`src/rtl/rc_adc_pkg.sv`:
```
// Shared definitions for the multi-channel RC-discharge potentiometer scanner.
package rc_adc_pkg;

    // Scanner FSM state encoding.
    typedef enum logic [1:0] {
        ST_IDLE    = 2'd0,
        ST_CHARGE  = 2'd1,
        ST_MEASURE = 2'd2,
        ST_RESULT  = 2'd3
    } rc_state_t;

    // Default number of cycles the RC node is driven high before measuring.
    localparam int DEF_CHARGE_TICKS = 240000;

    // Default channel count and counter width.
    localparam int DEF_NCH = 4;
    localparam int DEF_CW  = 24;

endpackage

```
`src/rtl/rc_sync.sv`:
```
// Two-flop synchronizer for the raw RC node reads. It resets to 1 so that an
// idle (charged) node is assumed until real samples arrive.
module rc_sync #(
    parameter int W = 1
) (
    input  logic         i_clk,
    input  logic         i_rst_n,
    input  logic [W-1:0] i_d,
    output logic [W-1:0] o_q
);

    logic [W-1:0] r_meta;
    logic [W-1:0] r_sync;

    // Two-stage capture of the asynchronous pin values.
    always_ff @(posedge i_clk or negedge i_rst_n) begin
        if (!i_rst_n) begin
            r_meta <= '1;
            r_sync <= '1;
        end else begin
            r_meta <= i_d;
            r_sync <= r_meta;
        end
    end

    assign o_q = r_sync;

endmodule

```
`src/rtl/rc_adc_scan.sv`:
```
// Multi-channel RC-discharge potentiometer reader. Each channel in turn is
// charged through its drive-high pin, released, and the number of clock
// cycles until the synchronized node reads low is reported as one result.
module rc_adc_scan
    import rc_adc_pkg::*;
#(
    parameter int             NCH          = DEF_NCH,
    parameter int             CW           = DEF_CW,
    parameter int             CHARGE_TICKS = DEF_CHARGE_TICKS,
    parameter logic [CW-1:0]  TIMEOUT      = {CW{1'b1}},
    parameter int             CHW          = (NCH > 1) ? $clog2(NCH) : 1
) (
    input  logic            clki,
    input  logic            resetn,
    input  logic            en,
    input  logic [NCH-1:0]  rc_in,
    output logic [NCH-1:0]  drive_hi,
    output logic            busy,
    output logic            res_valid,
    output logic [CHW-1:0]  res_ch,
    output logic [CW-1:0]   res_count,
    output logic            res_timeout
);

    // Last accumulator value of the charge phase and last channel index.
    localparam logic [CW-1:0]  CT_LAST = CW'(CHARGE_TICKS - 1);
    localparam logic [CHW-1:0] CH_LAST = CHW'(NCH - 1);

    // Synchronized node levels; every decision uses these, never rc_in.
    logic [NCH-1:0] w_sync;

    rc_sync #(
        .W (NCH)
    ) u_rc_sync (
        .i_clk   (clki),
        .i_rst_n (resetn),
        .i_d     (rc_in),
        .o_q     (w_sync)
    );

    rc_state_t      r_state;
    rc_state_t      w_state_nxt;
    logic [CW-1:0]  r_acc;
    logic [CW-1:0]  w_acc_nxt;
    logic [CHW-1:0] r_ch;
    logic [CHW-1:0] w_ch_nxt;
    logic [NCH-1:0] r_drive_hi;
    logic [NCH-1:0] w_drive_hi_nxt;
    logic           r_busy;
    logic           r_res_valid;
    logic           w_res_valid_nxt;
    logic [CHW-1:0] r_res_ch;
    logic [CHW-1:0] w_res_ch_nxt;
    logic [CW-1:0]  r_res_count;
    logic [CW-1:0]  w_res_count_nxt;
    logic           r_res_timeout;
    logic           w_res_timeout_nxt;
    logic [NCH-1:0] w_ch_onehot;
    logic           w_node_low;

    // One-hot select of the channel currently being scanned.
    always_comb begin
        w_ch_onehot = '0;
        for (int i = 0; i < NCH; i++) begin
            w_ch_onehot[i] = (r_ch == CHW'(i));
        end
    end

    assign w_node_low = ~w_sync[r_ch];

    // Next-state, counter, channel rotation and result capture.
    always_comb begin
        w_state_nxt       = r_state;
        w_acc_nxt         = r_acc;
        w_ch_nxt          = r_ch;
        w_drive_hi_nxt    = '0;
        w_res_valid_nxt   = 1'b0;
        w_res_ch_nxt      = r_res_ch;
        w_res_count_nxt   = r_res_count;
        w_res_timeout_nxt = r_res_timeout;

        case (r_state)
            ST_IDLE: begin
                if (en) begin
                    w_state_nxt = ST_CHARGE;
                    w_acc_nxt   = '0;
                end else begin
                    w_state_nxt = ST_IDLE;
                end
            end

            ST_CHARGE: begin
                // Pin is driven from the cycle after CHARGE entry up to and
                // including the first MEASURE cycle, i.e. CHARGE_TICKS cycles.
                w_drive_hi_nxt = w_ch_onehot;
                if (r_acc == CT_LAST) begin
                    w_acc_nxt   = '0;
                    w_state_nxt = ST_MEASURE;
                end else begin
                    w_acc_nxt   = r_acc + CW'(1'b1);
                end
            end

            ST_MEASURE: begin
                if (w_node_low) begin
                    w_res_count_nxt   = r_acc;
                    w_res_timeout_nxt = 1'b0;
                    w_res_valid_nxt   = 1'b1;
                    w_res_ch_nxt      = r_ch;
                    w_state_nxt       = ST_RESULT;
                end else if (r_acc == TIMEOUT) begin
                    // Saturate rather than wrap: a missing discharge is flagged.
                    w_res_count_nxt   = TIMEOUT;
                    w_res_timeout_nxt = 1'b1;
                    w_res_valid_nxt   = 1'b1;
                    w_res_ch_nxt      = r_ch;
                    w_state_nxt       = ST_RESULT;
                end else begin
                    w_acc_nxt = r_acc + CW'(1'b1);
                end
            end

            ST_RESULT: begin
                // Advance now so a restart from IDLE resumes at the next channel.
                if (r_ch == CH_LAST) begin
                    w_ch_nxt = '0;
                end else begin
                    w_ch_nxt = r_ch + CHW'(1'b1);
                end
                w_acc_nxt = '0;
                if (en) begin
                    w_state_nxt = ST_CHARGE;
                end else begin
                    w_state_nxt = ST_IDLE;
                end
            end

            default: begin
                w_state_nxt = ST_IDLE;
                w_acc_nxt   = '0;
            end
        endcase
    end

    // State register plus all registered outputs; reset clears drive_hi at once.
    always_ff @(posedge clki or negedge resetn) begin
        if (!resetn) begin
            r_state       <= ST_IDLE;
            r_acc         <= '0;
            r_ch          <= '0;
            r_drive_hi    <= '0;
            r_busy        <= 1'b0;
            r_res_valid   <= 1'b0;
            r_res_ch      <= '0;
            r_res_count   <= '0;
            r_res_timeout <= 1'b0;
        end else begin
            r_state       <= w_state_nxt;
            r_acc         <= w_acc_nxt;
            r_ch          <= w_ch_nxt;
            r_drive_hi    <= w_drive_hi_nxt;
            r_busy        <= (w_state_nxt != ST_IDLE);
            r_res_valid   <= w_res_valid_nxt;
            r_res_ch      <= w_res_ch_nxt;
            r_res_count   <= w_res_count_nxt;
            r_res_timeout <= w_res_timeout_nxt;
        end
    end

    assign drive_hi    = r_drive_hi;
    assign busy        = r_busy;
    assign res_valid   = r_res_valid;
    assign res_ch      = r_res_ch;
    assign res_count   = r_res_count;
    assign res_timeout = r_res_timeout;

endmodule

```
`config.mk`:
```
export PLATFORM = sky130hd
export DESIGN_NAME = rc_adc_scan
export DESIGN_NICKNAME = d
export VERILOG_FILES = /design/src/rtl/rc_adc_pkg.sv /design/src/rtl/rc_sync.sv /design/src/rtl/rc_adc_scan.sv
export SDC_FILE = /design/constraint.sdc
export NUM_CORES = 1
export LEC_CHECK = 0
export BUFFER_PORTS_ARGS = -buffer_cell sky130_fd_sc_hd__buf_2
export CAP_MARGIN = 40
export CELL_PAD_IN_SITES_DETAIL_PLACEMENT = 1
export CELL_PAD_IN_SITES_GLOBAL_PLACEMENT = 2
export CORE_MARGIN = 2
export CORE_UTILIZATION = 37
export DETAILED_ROUTE_END_ITERATION = 16
export PLACE_DENSITY = 0.83
export SETUP_SLACK_MARGIN = 0.3
export SLEW_MARGIN = 20
export SYNTH_ARGS = -nofsm -noshare
export SYNTH_HDL_FRONTEND = slang
export SYNTH_HIERARCHICAL = 1
export SYNTH_SLANG_ARGS = --single-unit
```
`constraint.sdc`:
```
create_clock -name clki -period 2.6 [get_ports clki]
set_input_delay 0.13 -clock clki [delete_from_list [all_inputs] [get_ports clki]]
set_output_delay 0.13 -clock clki [all_outputs]
set_load 0.05 [all_outputs]
```
==> flow_metrics.env <==
export IMPL_status="finished clean"
export IMPL_vias_per_cell=5.683
export IMPL_fmax_mhz=450.4
export IMPL_p_comb_share_pct=51.1
export IMPL_cts_buffer_depth=2
export IMPL_timing_final_crit_share_pct=85.40
export IMPL_p_leak_nw=1.760
export IMPL_std_cell_rows=34
export IMPL_synth_top_cell_by_area="dfrtp_1"
export IMPL_synthCells=298
export IMPL_ant_nets=0
export IMPL_root_buffer="clkbuf_8"
export IMPL_p_total_mw=5.048
export IMPL_netlist_area_mm2=0.003282
export IMPL_core_mm2=0.008678
export IMPL_r2r_slack_ns=0.38
export IMPL_diodes=0
export IMPL_grt_pass1_wl_um=15260
export IMPL_synth_edff_count=0
export IMPL_num_vias=2671
export IMPL_synth_top_cell_area_share_pct=46.51
export IMPL_slew_headroom_pct=48.19
export IMPL_syn_nets=314
export IMPL_gp_congestion=0.9002
export IMPL_first_pass_iters=4
export IMPL_overflow=0
export IMPL_worstPathRequired_ns=2.85
export IMPL_holdCritPathClass="in2async"
export IMPL_grt_pass1_vias=2844
export IMPL_dieHeight_um=98.18
export IMPL_synth_seq_cells=69
export IMPL_seqPwrFrac_pct=30.4
export IMPL_insertion_delay_ns=0.36
export IMPL_synth_ff_type="dfrtp_1"
export IMPL_layoutNonFillerInstCount=470
export IMPL_pin_count=40
export IMPL_swShare_pct=46.15
export IMPL_crit_type="reg2reg"
export IMPL_final_common_cell="dfrtp_1"
export IMPL_cell_internal_pwr_mw=2.719
export IMPL_tightestPinTransition_ns=0.7712
export IMPL_postCtsSetupBuffers=0
export IMPL_cts_sinks=69
export IMPL_hpwl_um=6388
export IMPL_fin_setup_tns_ns=0
export IMPL_r2r_start="r_acc[18]$_DFFE_PN0P_"
export IMPL_cts_tree="yes"
export IMPL_fin_skew_ns=0.01031
export IMPL_r2r_cells=6
export IMPL_grt_total_usage_pct=20.19
export IMPL_h_tree_depth=3
export IMPL_final_cell_mix="dfrtp_1, buf_2, nor2_1"
export IMPL_cts_buffers=9
export IMPL_chipWidth_um=98.18
export IMPL_wl_per_cell_um=19.41
export IMPL_portBuffers=39
export IMPL_critPathCaptureType="register"
export IMPL_finalSetupViolations=0
export IMPL_grt_max_degree=36
export IMPL_area_delta_synth_final_pct=21.73
export IMPL_rsz0062_at_grt="true"
export IMPL_wl_um=9123
export IMPL_synth_cell_types=48
export IMPL_start_util_pct=37.82
export IMPL_p_sw_mw=2.330
export IMPL_crit_path_start_kind="register"
export IMPL_route_detailed_drc=0
export IMPL_final_min_clock_period_ns=2.220
export IMPL_ys_top_cells_by_area="dfrtp_1, dfstp_2, o22a_1, ha_1, nand4_1"
export IMPL_hold_viol_final=0
export IMPL_nNetsFinal=373
export IMPL_drtIter0Drc=122
export IMPL_cp_max_fo=25
export IMPL_dp_cells=448
export IMPL_cap_violations=0
export IMPL_yosys_warnings=6
export IMPL_avgSynthCellArea_um2=11.01
export IMPL_drive_above_1_share_pct=26.80
export IMPL_async_reset_ff_share_pct=100.0
export IMPL_p_per_area_mw_per_mm2=1264
export IMPL_seq_area_frac_synth_pct=52.92
export IMPL_peakVddDrop_mv=0.5584
export IMPL_p_clk_share_pct=18.5
export IMPL_timing_rr_end="r_acc[14]$_DFFE_PN0P_"
export IMPL_cp_arrival_ns=2.47
export IMPL_slew_viol_final=0
export IMPL_die_area_mm2=0.009639
export IMPL_path_clk_slew_ns=0.07
export IMPL_antenna_found_initial=0
-- through the flow --
stage | hold WS, ns | setup WS, ns | utilization, % | area [um^2]
2_1_floorplan | -0.1656 | 0.4816 | - | 3282
3_3_place_gp | 0.2358 | 0.4274 | 42.65 | 3701
3_5_place_dp | 0.2379 | 0.3697 | 42.65 | 3701
4_1_cts | 0.2944 | 0.3525 | 45.66 | 3963
5_1_grt | 0.1740 | 0.2859 | 46.04 | 3995
6_report | 0.1613 | 0.3796 | 46.04 | 3995
-- worst max-delay path, cell delays in order (launching register included) --
cell and delay, ns:
dfrtp_1 0.46, and4_1 0.29, and4_2 0.31, a41oi_4 0.27, buf_4 0.33, nand2_1 0.17
o32ai_1 0.28
-- cell usage after synthesis, types with 3 or more instances --
| master | count |
|---|---|
| a211oi_1 | 8 |
| dfstp_2 | 8 |
| nand2_1 | 13 |
| clkbuf_1 | 4 |
| o21ai_0 | 13 |
| nor2b_1 | 3 |
| mux2i_1 | 4 |
| or3_1 | 3 |
| nor3_1 | 9 |
| nor4_1 | 6 |
| and2_1 | 5 |
| o211ai_1 | 9 |
| nor2_1 | 21 |
| a21oi_1 | 8 |
| ha_1 | 9 |
| nand2b_1 | 4 |
| nand3_1 | 8 |
| a22o_1 | 10 |
| dfrtp_1 | 61 |
| nand4_1 | 17 |
| a211o_1 | 4 |
| buf_2 | 7 |
| buf_6 | 3 |
| and4_1 | 4 |
| inv_1 | 10 |
| o22a_1 | 18 |
-- metal layers --
metal | vias up | global-route usage [%] | routed length [um]
li1 | 1249 | - | -
met1 | 1360 | 26.83 | 4310
met2 | 46 | 33.25 | 4385
met3 | 16 | 2.720 | 276
met4 | 0 | 8.746 | 150
met5 | - | 0 | 0
-- worst max path at each step --
stage	from	end	slack [ns]	depth (start not counted)
3_3_place_gp	r_acc[18]$_DFFE_PN0P_	r_acc[10]$_DFFE_PN0P_	0.43	7
5_1_grt	r_acc[18]$_DFFE_PN0P_	r_acc[14]$_DFFE_PN0P_	0.29	6
2_1_floorplan	r_state[0]$_DFF_PN0_	r_acc[7]$_DFFE_PN0P_	0.48	7
4_1_cts	r_state[0]$_DFF_PN0_	r_acc[5]$_DFFE_PN0P_	0.35	8
6_report	r_acc[18]$_DFFE_PN0P_	r_acc[14]$_DFFE_PN0P_	0.38	6
3_5_place_dp	r_state[0]$_DFF_PN0_	r_acc[11]$_DFFE_PN0P_	0.37	8
-- state kept, by name, indices dropped and copies added (netlist names) --
| signal | count |
|---|---|
| u_rc_sync/r_meta | 4 |
| u_rc_sync/o_q | 4 |
| res_timeout | 1 |
| r_acc | 24 |
| drive_hi | 4 |
| res_count | 24 |
| res_valid | 1 |
| r_ch | 2 |
| busy | 1 |
| res_ch | 2 |
| r_state | 2 |
-- logic make-up (layout without fill, tap and decap cells) --
family                   Yosys count  in the layout  synth area share (%)
adder cells (fa/ha/maj)            9              9                 3.431
buffers and inverters             28             92                 4.270
multiplexers                       5              5                 1.906
flip-flops                        69             69                 52.92
AO/OA/AOI/OAI                     83             83                 19.63
AND/OR/NAND/NOR                  104            104                 17.84
-- cell type report --
cell class | count | area (um^2)
fill | 982 | 4683
sequential | 69 | 1737
multi-input combinational | 201 | 1415
timing repair buffer | 65 | 452.9
clock buffer | 13 | 168.9
tap | 108 | 135.1
inverter | 11 | 43.79
clock inverter | 3 | 42.54
-- what timing repair did --
action                                  4_1_cts  5_1_grt
hold endpoints to repair                     30        0
hold buffers                                  5        0
gates resized for setup                       0        4
endpoints found under the setup margin        0       12
-- power groups by stage --
stage	sequential (mW)	clock [mW]	combinational (mW)
global placement	1.55	0	2.52
floorplan	2.39	0	1.03
finish	1.53	0.932	2.58
CTS	1.54	0.954	2.59
detailed placement	1.56	0	2.57
global route	1.58	0.999	2.79
No activity file was read; power rests on OpenSTA's default activity.
